[src/rtl/intmatmul_pkg.sv]
// Shared definitions for the integer matrix-multiply host driver: sequencer
// states, slave bus address map and a constant-width helper.
package intmatmul_pkg;

  typedef enum logic [2:0] {
    IDLE     = 3'd0,
    LOAD_M   = 3'd1,
    LOAD_V   = 3'd2,
    SETTLE   = 3'd3,
    RD_ISSUE = 3'd4,
    RD_HOLD  = 3'd5,
    OUT_WAIT = 3'd6,
    DONE     = 3'd7
  } state_t;

  localparam int ADDR_MATRIX = 0;
  localparam int ADDR_VECTOR = 1;

  // Ceiling log2 for elaboration-time widths; clog2(1) is 0.
  function automatic int clog2(input int value);
    int result;
    result = 0;
    for (int i = 0; i < 31; i++) begin
      if ((1 << i) < value) result = i + 1;
    end
    return result;
  endfunction

endpackage

[src/rtl/intmatmul_host_driver.sv]
// Bus-master sequencer: streams an NxN matrix and an N vector into the matmul
// slave, waits for the dot products to settle, then reads the N results back.
module intmatmul_host_driver
  import intmatmul_pkg::*;
#(
  parameter int pVectorSize = 4,
  parameter int pWordSize   = 8,
  parameter int pSettle     = 2,
  parameter int pAddrWidth  = 15,
  parameter int pDataWidth  = 32,
  localparam int pIdxWidth  = (clog2(pVectorSize) > 0) ? clog2(pVectorSize) : 1
) (
  input  logic                  Clk,
  input  logic                  Reset,
  input  logic                  start,
  output logic                  busy,
  output logic                  done,
  input  logic                  in_valid,
  input  logic [pWordSize-1:0]  in_data,
  output logic                  in_ready,
  output logic                  out_valid,
  output logic [pWordSize-1:0]  out_data,
  output logic [pIdxWidth-1:0]  out_index,
  input  logic                  out_ready,
  output logic                  RD,
  output logic                  WR,
  output logic [pAddrWidth-1:0] Addr,
  output logic [pDataWidth-1:0] BusDataOut,
  input  logic [pDataWidth-1:0] BusDataIn
);

  localparam int NumMatrix = pVectorSize * pVectorSize;
  localparam int CntMax    = (NumMatrix > pSettle) ? NumMatrix : pSettle;
  localparam int CntWidth  = clog2(CntMax + 1);

  state_t                state;
  logic [CntWidth-1:0]   cnt;       // word counter while loading, settle counter afterwards
  logic [pIdxWidth-1:0]  resultIdx;
  logic                  inAccept;

  assign in_ready = (state == LOAD_M) || (state == LOAD_V);
  assign inAccept = in_ready && in_valid;
  assign busy     = (state != IDLE) && (state != DONE);
  assign done     = (state == DONE);

  // Only the low result word is meaningful; the slave zero-fills the rest.
  generate
    if (pDataWidth > pWordSize) begin : g_busHigh
      logic unusedBusHigh;
      assign unusedBusHigh = ^BusDataIn[pDataWidth-1:pWordSize];
    end
  endgenerate

  always_ff @(posedge Clk) begin
    if (Reset) begin
      state      <= IDLE;
      cnt        <= '0;
      resultIdx  <= '0;
      out_valid  <= 1'b0;
      out_data   <= '0;
      out_index  <= '0;
      RD         <= 1'b0;
      WR         <= 1'b0;
      Addr       <= '0;
      BusDataOut <= '0;
    end else begin
      WR <= 1'b0;
      case (state)
        IDLE: begin
          if (start) begin
            state <= LOAD_M;
            cnt   <= '0;
          end
        end

        LOAD_M: begin
          if (inAccept) begin
            WR         <= 1'b1;
            Addr       <= pAddrWidth'(ADDR_MATRIX);
            BusDataOut <= pDataWidth'(in_data);
            if (cnt == CntWidth'(NumMatrix - 1)) begin
              cnt   <= '0;
              state <= LOAD_V;
            end else begin
              cnt <= cnt + 1'b1;
            end
          end
        end

        LOAD_V: begin
          if (inAccept) begin
            WR         <= 1'b1;
            Addr       <= pAddrWidth'(ADDR_VECTOR);
            BusDataOut <= pDataWidth'(in_data);
            if (cnt == CntWidth'(pVectorSize - 1)) begin
              cnt   <= '0;
              state <= SETTLE;
            end else begin
              cnt <= cnt + 1'b1;
            end
          end
        end

        // The first SETTLE cycle carries the last WR pulse, so waiting until
        // cnt reaches pSettle leaves exactly pSettle idle cycles before RD.
        SETTLE: begin
          if (cnt == CntWidth'(pSettle)) begin
            cnt       <= '0;
            resultIdx <= '0;
            RD        <= 1'b1;
            Addr      <= '0;
            state     <= RD_ISSUE;
          end else begin
            cnt <= cnt + 1'b1;
          end
        end

        RD_ISSUE: begin
          state <= RD_HOLD;
        end

        RD_HOLD: begin
          RD        <= 1'b0;
          out_data  <= BusDataIn[pWordSize-1:0];
          out_index <= resultIdx;
          out_valid <= 1'b1;
          state     <= OUT_WAIT;
        end

        OUT_WAIT: begin
          if (out_ready) begin
            out_valid <= 1'b0;
            if (resultIdx == pIdxWidth'(pVectorSize - 1)) begin
              state <= DONE;
            end else begin
              resultIdx <= resultIdx + 1'b1;
              RD        <= 1'b1;
              Addr      <= pAddrWidth'(resultIdx + 1'b1);
              state     <= RD_ISSUE;
            end
          end
        end

        DONE: begin
          state <= IDLE;
        end

        default: begin
          state <= IDLE;
        end
      endcase
    end
  end

endmodule
[config.mk]
export PLATFORM = sky130hd
export DESIGN_NAME = intmatmul_host_driver
export DESIGN_NICKNAME = d
export VERILOG_FILES = /design/src/rtl/intmatmul_pkg.sv /design/src/rtl/intmatmul_host_driver.sv
export SDC_FILE = /design/constraint.sdc
export NUM_CORES = 1
export LEC_CHECK = 0
export CAP_MARGIN = 10
export CORE_UTILIZATION = 30
export CTS_BUF_LIST = sky130_fd_sc_hd__clkbuf_4
export DETAILED_ROUTE_END_ITERATION = 16
export GPL_TIMING_DRIVEN = 0
export PLACE_DENSITY = 0.78
export SLEW_MARGIN = 20
export SYNTH_ARGS = -nofsm -noshare
export SYNTH_HDL_FRONTEND = slang
export SYNTH_SLANG_ARGS = --single-unit
[constraint.sdc]
create_clock -name Clk -period 3 [get_ports Clk]
set_input_delay 0.6 -clock Clk [delete_from_list [all_inputs] [get_ports Clk]]
set_output_delay 0.6 -clock Clk [all_outputs]
set_load 0.01 [all_outputs]
# After elaboration in Yosys (flattened, before gate mapping)
# Cells that the tools add are included.
[totals] ff_bits=46 inputBits=45 output_inout_bits=63 word_cells=86
[op_classes] add_sub_neg=3 eq_ne=20 muxes=33 bitwise_logic=1 reduce_logical=19
[op_table] cell="two-way mux 15 bit" n=5
[op_table] cell="one-hot mux 15 bit (4 select lines)" n=1
[op_table] cell="two-way mux 5 bit" n=6
[op_table] cell="one-hot mux 3 bit (8 select lines)" n=1
[op_table] cell="two-way mux 3 bit" n=7
[op_table] cell="one-hot mux 5 bit (4 select lines)" n=1
[op_table] cell="== test 3 bit, second input constant" n=4
[op_table] cell="inequality test 2 bit, second input constant" n=6
[op_table] cell="AND reduction 4 bit" n=3
[op_table] cell="== test 5 x 2 -> 1 bit, second input constant" n=2
[op_table] cell="two-way mux 2 bit" n=4
[op_table] cell="nonzero test 4 bit" n=2
[op_table] cell="AND reduction 7 bit" n=1
[op_table] cell="== test 3 x 2 -> 1 bit, second input constant" n=2
[op_table] cell="AND reduction 6 bit" n=1
[op_table] cell="nonzero test 3 bit" n=2
[op_table] cell="adder 5 x 1 -> 5 bit, second input constant" n=1
[op_table] cell="== test 5 x 4 -> 1 bit, second input constant" n=1
[op_table] cell="two-way mux 1 bit" n=5
[op_table] cell="inequality test 2 x 1 -> 1 bit, second input constant" n=2
[op_table] cell="one-hot mux 2 bit (2 select lines)" n=1
[op_table] cell="AND reduction 2 bit" n=2
[op_table] cell="nonzero test 2 bit" n=2
[op_table] cell="OR reduction 2 bit" n=2
[op_table] cell="other kinds (11)" n=12

# Logic depth before layout (Yosys ltp)
[depth] depth_word=5 depth_mapped=8 mapped_depth_nobuf=8

# Worst setup path after synthesis
# OpenSTA, ideal clock, no wires.
[synth_timing] path_kind="reg2reg" startpoint="register cnt[0]" endpoint="register state[0]" setup_ns=0.127 arrival_ns=1.573 setup_slack_ns=1.300 path_stages_with_launch=9 synth_period_minus_slack_ns=1.700 cell_sequence="dfxtp_1 > ha_1 > nand3_1 > inv_1 > ha_1 > and3_1 > a2111oi_2 > a221oi_2 > mux2i_1"
[synth_via] elab_chain_len=3
[synth_lines] item="start: declaration" line="intmatmul_host_driver.sv:37" text="logic [CntWidth-1:0] cnt;"
[synth_lines] item="start signal: assignment" line="intmatmul_host_driver.sv:85" text="cnt <= cnt + 1'b1;"
[synth_lines] item="start signal: assignment" line="intmatmul_host_driver.sv:99" text="cnt <= cnt + 1'b1;"
[synth_lines] item="start signal: assignment" line="intmatmul_host_driver.sv:114" text="cnt <= cnt + 1'b1;"
[synth_lines] item="== test 5 x 2 -> 1 bit (tied with other cells)" line="intmatmul_host_driver.sv:95" text="if (cnt == CntWidth'(pVectorSize - 1)) begin"
[synth_lines] item="inequality test 2 x 1 -> 1 bit (no line) / inequality test 2 bit (equally long branches)"
[synth_lines] item="AND reduction 7 bit (no line) (*)"
[synth_lines] item="end signal: assignment" line="intmatmul_host_driver.sv:97" text="state <= SETTLE;"
[synth_lines] item="end signal: assignment" line="intmatmul_host_driver.sv:112" text="state <= RD_ISSUE;"
[synth_lines] item="end signal: assignment" line="intmatmul_host_driver.sv:119" text="state <= RD_HOLD;"
[synth_lines] item="end: declaration" line="intmatmul_host_driver.sv:36" text="state_t state;"
# Every way passes the cells marked *; elsewhere a longest branch is shown, timed or not.
# A chain may end at the register's enable or synchronous reset.

# Worst setup path after layout
[layout_timing] startpoint="register state[0]" endpoint="output port in_ready"
[layout_via] elab_chain_len=2
[layout_lines] item="start signal: assignment" line="intmatmul_host_driver.sv:56" text="state <= IDLE;"
[layout_lines] item="start signal: assignment" line="intmatmul_host_driver.sv:71" text="state <= LOAD_M;"
[layout_lines] item="start signal: assignment" line="intmatmul_host_driver.sv:83" text="state <= LOAD_V;"
[layout_lines] item="== test 3 x 1 -> 1 bit / == test 3 x 2 -> 1 bit (equally long branches)" line="intmatmul_host_driver.sv:41" text="assign in_ready = (state == LOAD_M) || (state == LOAD_V);"
[layout_lines] item="logical OR 1 bit (*)" line="intmatmul_host_driver.sv:41"
[layout_lines] item="end: declaration" line="intmatmul_host_driver.sv:20" text="output logic in_ready,"
# Marks and branches as above.

==> summary.txt <==
Yosys
  – Post-synth top area share: 35.9%
  – Mapped Area: 0.00190 sq mm
  – Synthesized area per cell: 8.86 sq um
  – Yosys cell types: 50
  – Ys Warns: 0
  – Ys flop type: dfxtp_1
  – Largest cells by area after synthesis: dfxtp_1 36%, buf_4 15%, nand2_1 5.3%
  – Asr flop ratio synth: 0%
  – Synth top cells by count: 38 x buf_4, 34 x dfxtp_1, 27 x nand2_1, 20 x a21oi_1, 14 x nor2_1
  – Most numerous cell in the Yosys netlist: buf_4
  – Mapped Cells: 214
  – Most area-hungry cell type in the Yosys netlist: dfxtp_1
  – Post-synth EDFFs: 0
  – Seq cells post-synth: 34
  – Post-synthesis sequential area ratio: 35.9%

Setup path
  – CP endpoint kind: output pin
  – CP arrival: 1.78 ns
  – CP Data Required Time: 2.40 ns
  – CP Launch Point: state[0]
  – Critical Path Fanout Max: 10
  – CP Class: reg -> out
  – CP startpoint kind: register
  – RR Startpoint: cnt[0]

Clock tree
  – Post-CTS Resized: 0
  – CTS buffer count: 5
  – Clk_lat worst skew: 0.34 ns
  – Clk sinks: 34
  – Setup Fix Bufs, Post-CTS: 0
  – TritonCTS clock tree: yes
  – Clock transition at the registers of the reported paths: 0.10 ns
  – Clock root buffer: clkbuf_4
  – CTS Buffer Depth: 2
  – Post-CTS Hold Fix Bufs: 0
  – H-tree Lvls: 2

Power and ir drop
  – P_leak: 1.11 nW
  – Peak supply drop: 0.000185 V
  – PD cells: 358 mW/mm^2

Drt
  – DRT iter0 DRCs: 30
  – DR vias: 1588
  – DRC Markers: 0
  – DR pass1 iterations: 4
  – Via/cell ratio: 4.21
  – DRT Wirelength: 4.11 mm
  – Post-DR wirelength/cell: 10.9 um
  – Final antenna-violating net count: 0

Die
  – Initial Util: 31.6%
  – Core box area: 0.00599 sq mm
  – Die area: 0.00664 sq mm
  – Die W: 81.5 um
  – Io pins: 108
  – Rows: 28
  – Die H: 81.5 um

STA
  – Hold Fails Final Rpt: 0
  – Smallest hold slack: 0.461 ns
  – Crit path time final: 2.38 ns
  – Max-slew violations: 0
  – Post-route setup slack: 0.620 ns
  – RSZ-0062 raised after global routing: no
  – Setup TNS: 0 ns
  – Tcrit/Tclk final: 79.3%
  – Fmax: 0.420 GHz
  – Final setup viols: 0
  – Fin Clk Skew: 0.0108 ns

Placement
  – Post-DP Area: 0.00257 sq mm
  – Dpl ws: 0.961 ns
  – Routability Congestion: 0.812
  – Port buffer count: 45
  – Dpl hpwl: 3.08 mm
  – Placed Cells: 369

Layout
  – Final nets: 351
  – Area grow syn2layout: 38.5%
  – Reg area: 681 sq um
  – FILL cells: 596
  – Non-filler cells, final: 377
  – Ant. Diodes: 0
  – Share of post-route cells with drive strength above 1: 22.2%
  – Multi-input logic area: 976 sq um
  – Post-Layout Inst Area: 0.00263 sq mm

Global route
  – Initial antenna violation count: 0
  – Vias in the first global route: 1439
  – Total track usage: 13.0%
  – Largest net degree at the start of global routing: 12
  – First-pass GRT wire length: 6.60 mm
  – Grt ovf: 0

Run status
  – Run status: complete, no violations

Worst hold path
  – Worst Hold Launch: out_data[7]
  – Hold crit path type: reg -> reg

Job
  – Maxcap violations: 0
cells by family after synthesis:
group,after synthesis,synth area share [%]
xor+xnor,1,0.462
buf+inv,54,19.5
simple gates,64,17.2
flops,34,35.9
compound gates,43,16.7
mux,12,6.67
other cells,1,0.198
fa+ha+maj,5,3.30
state kept, by name (all words and copies together), names as in the netlist:
name,cells
Addr,3
out_valid,1
cnt,5
WR,1
state,3
BusDataOut,8
out_index,2
resultIdx,2
out_data,8
RD,1
layout make-up:
type,count,share of cell area (%)
multi-input cells,161,37.2
plain buffers,46,13.0
repair buffers,45,17.2
clock inverters,3,0.620
clock buffers,5,1.43
well taps,75,3.57
inverters,8,1.14
flip-flops and latches,34,25.9
power breakdown:
| part | internal (W) | total, W | leakage (nW) | switching, W |
|---|---|---|---|---|
| sequential | 0.000465 | 0.000477 | 0.275 | 0.0000118 |
| clock | 0.0000871 | 0.000250 | 0.0286 | 0.000163 |
| combinational | 0.000116 | 0.000213 | 0.802 | 0.0000972 |
cells in the final DEF (no fill, tap or decap), drive strengths merged, types with 2 or more instances in the layout:
| cell | synthesis | layout |
|---|---|---|
| dfxtp | 34 | 34 |
| nand2 | 27 | 27 |
| nor2 | 14 | 14 |
| clkbuf | 3 | 8 |
| conb | 1 | 36 |
| mux2i | 10 | 10 |
| and2 | 2 | 2 |
| clkinv | 1 | 3 |
| or3 | 2 | 2 |
| mux2 | 2 | 2 |
| nor3 | 2 | 2 |
| inv | 7 | 7 |
| clkdlybuf4s50 | 0 | 45 |
| buf | 43 | 43 |
| o21ai | 6 | 6 |
| a21oi | 20 | 20 |
| o211ai | 2 | 2 |
| nand2b | 2 | 2 |
| ha | 5 | 5 |
| nand3 | 6 | 6 |
| nor3b | 2 | 2 |
| a221oi | 2 | 2 |
stage by stage:
stage          util, %  total power (W)
2_1_floorplan        -         0.000634
3_3_place_gp      42.9         0.000694
3_5_place_dp      42.9         0.000697
4_1_cts           43.8         0.000953
5_1_grt           43.8         0.000997
6_report          43.8         0.000940
per-layer routing:
layer / up-vias / share of wire [%] / track usage, %
li1: 828 / - / -
met1: 699 / 46 / 16.2
met2: 51 / 47 / 21.1
met3: 10 / 5.4 / 2.89
met4: 0 / 1.7 / 6.43
met5: - / 0 / 0
final timing paths:
path | end | slack, ns | cells after the start
min | out_data[7] | 0.46 | 2
min reg2reg | out_data[7] | 0.46 | 2
max reg2reg | state[0] | 1.15 | 8
max | in_ready | 0.62 | 4
critical path, cell delays in order, from the launching register on:
cell             delay (ns)
dfxtp_1                0.43
buf_6                  0.17
and2b_4                0.18
o21a_1                 0.13
clkdlybuf4s50_1        0.53
No activity file was read; power rests on OpenSTA's default activity.
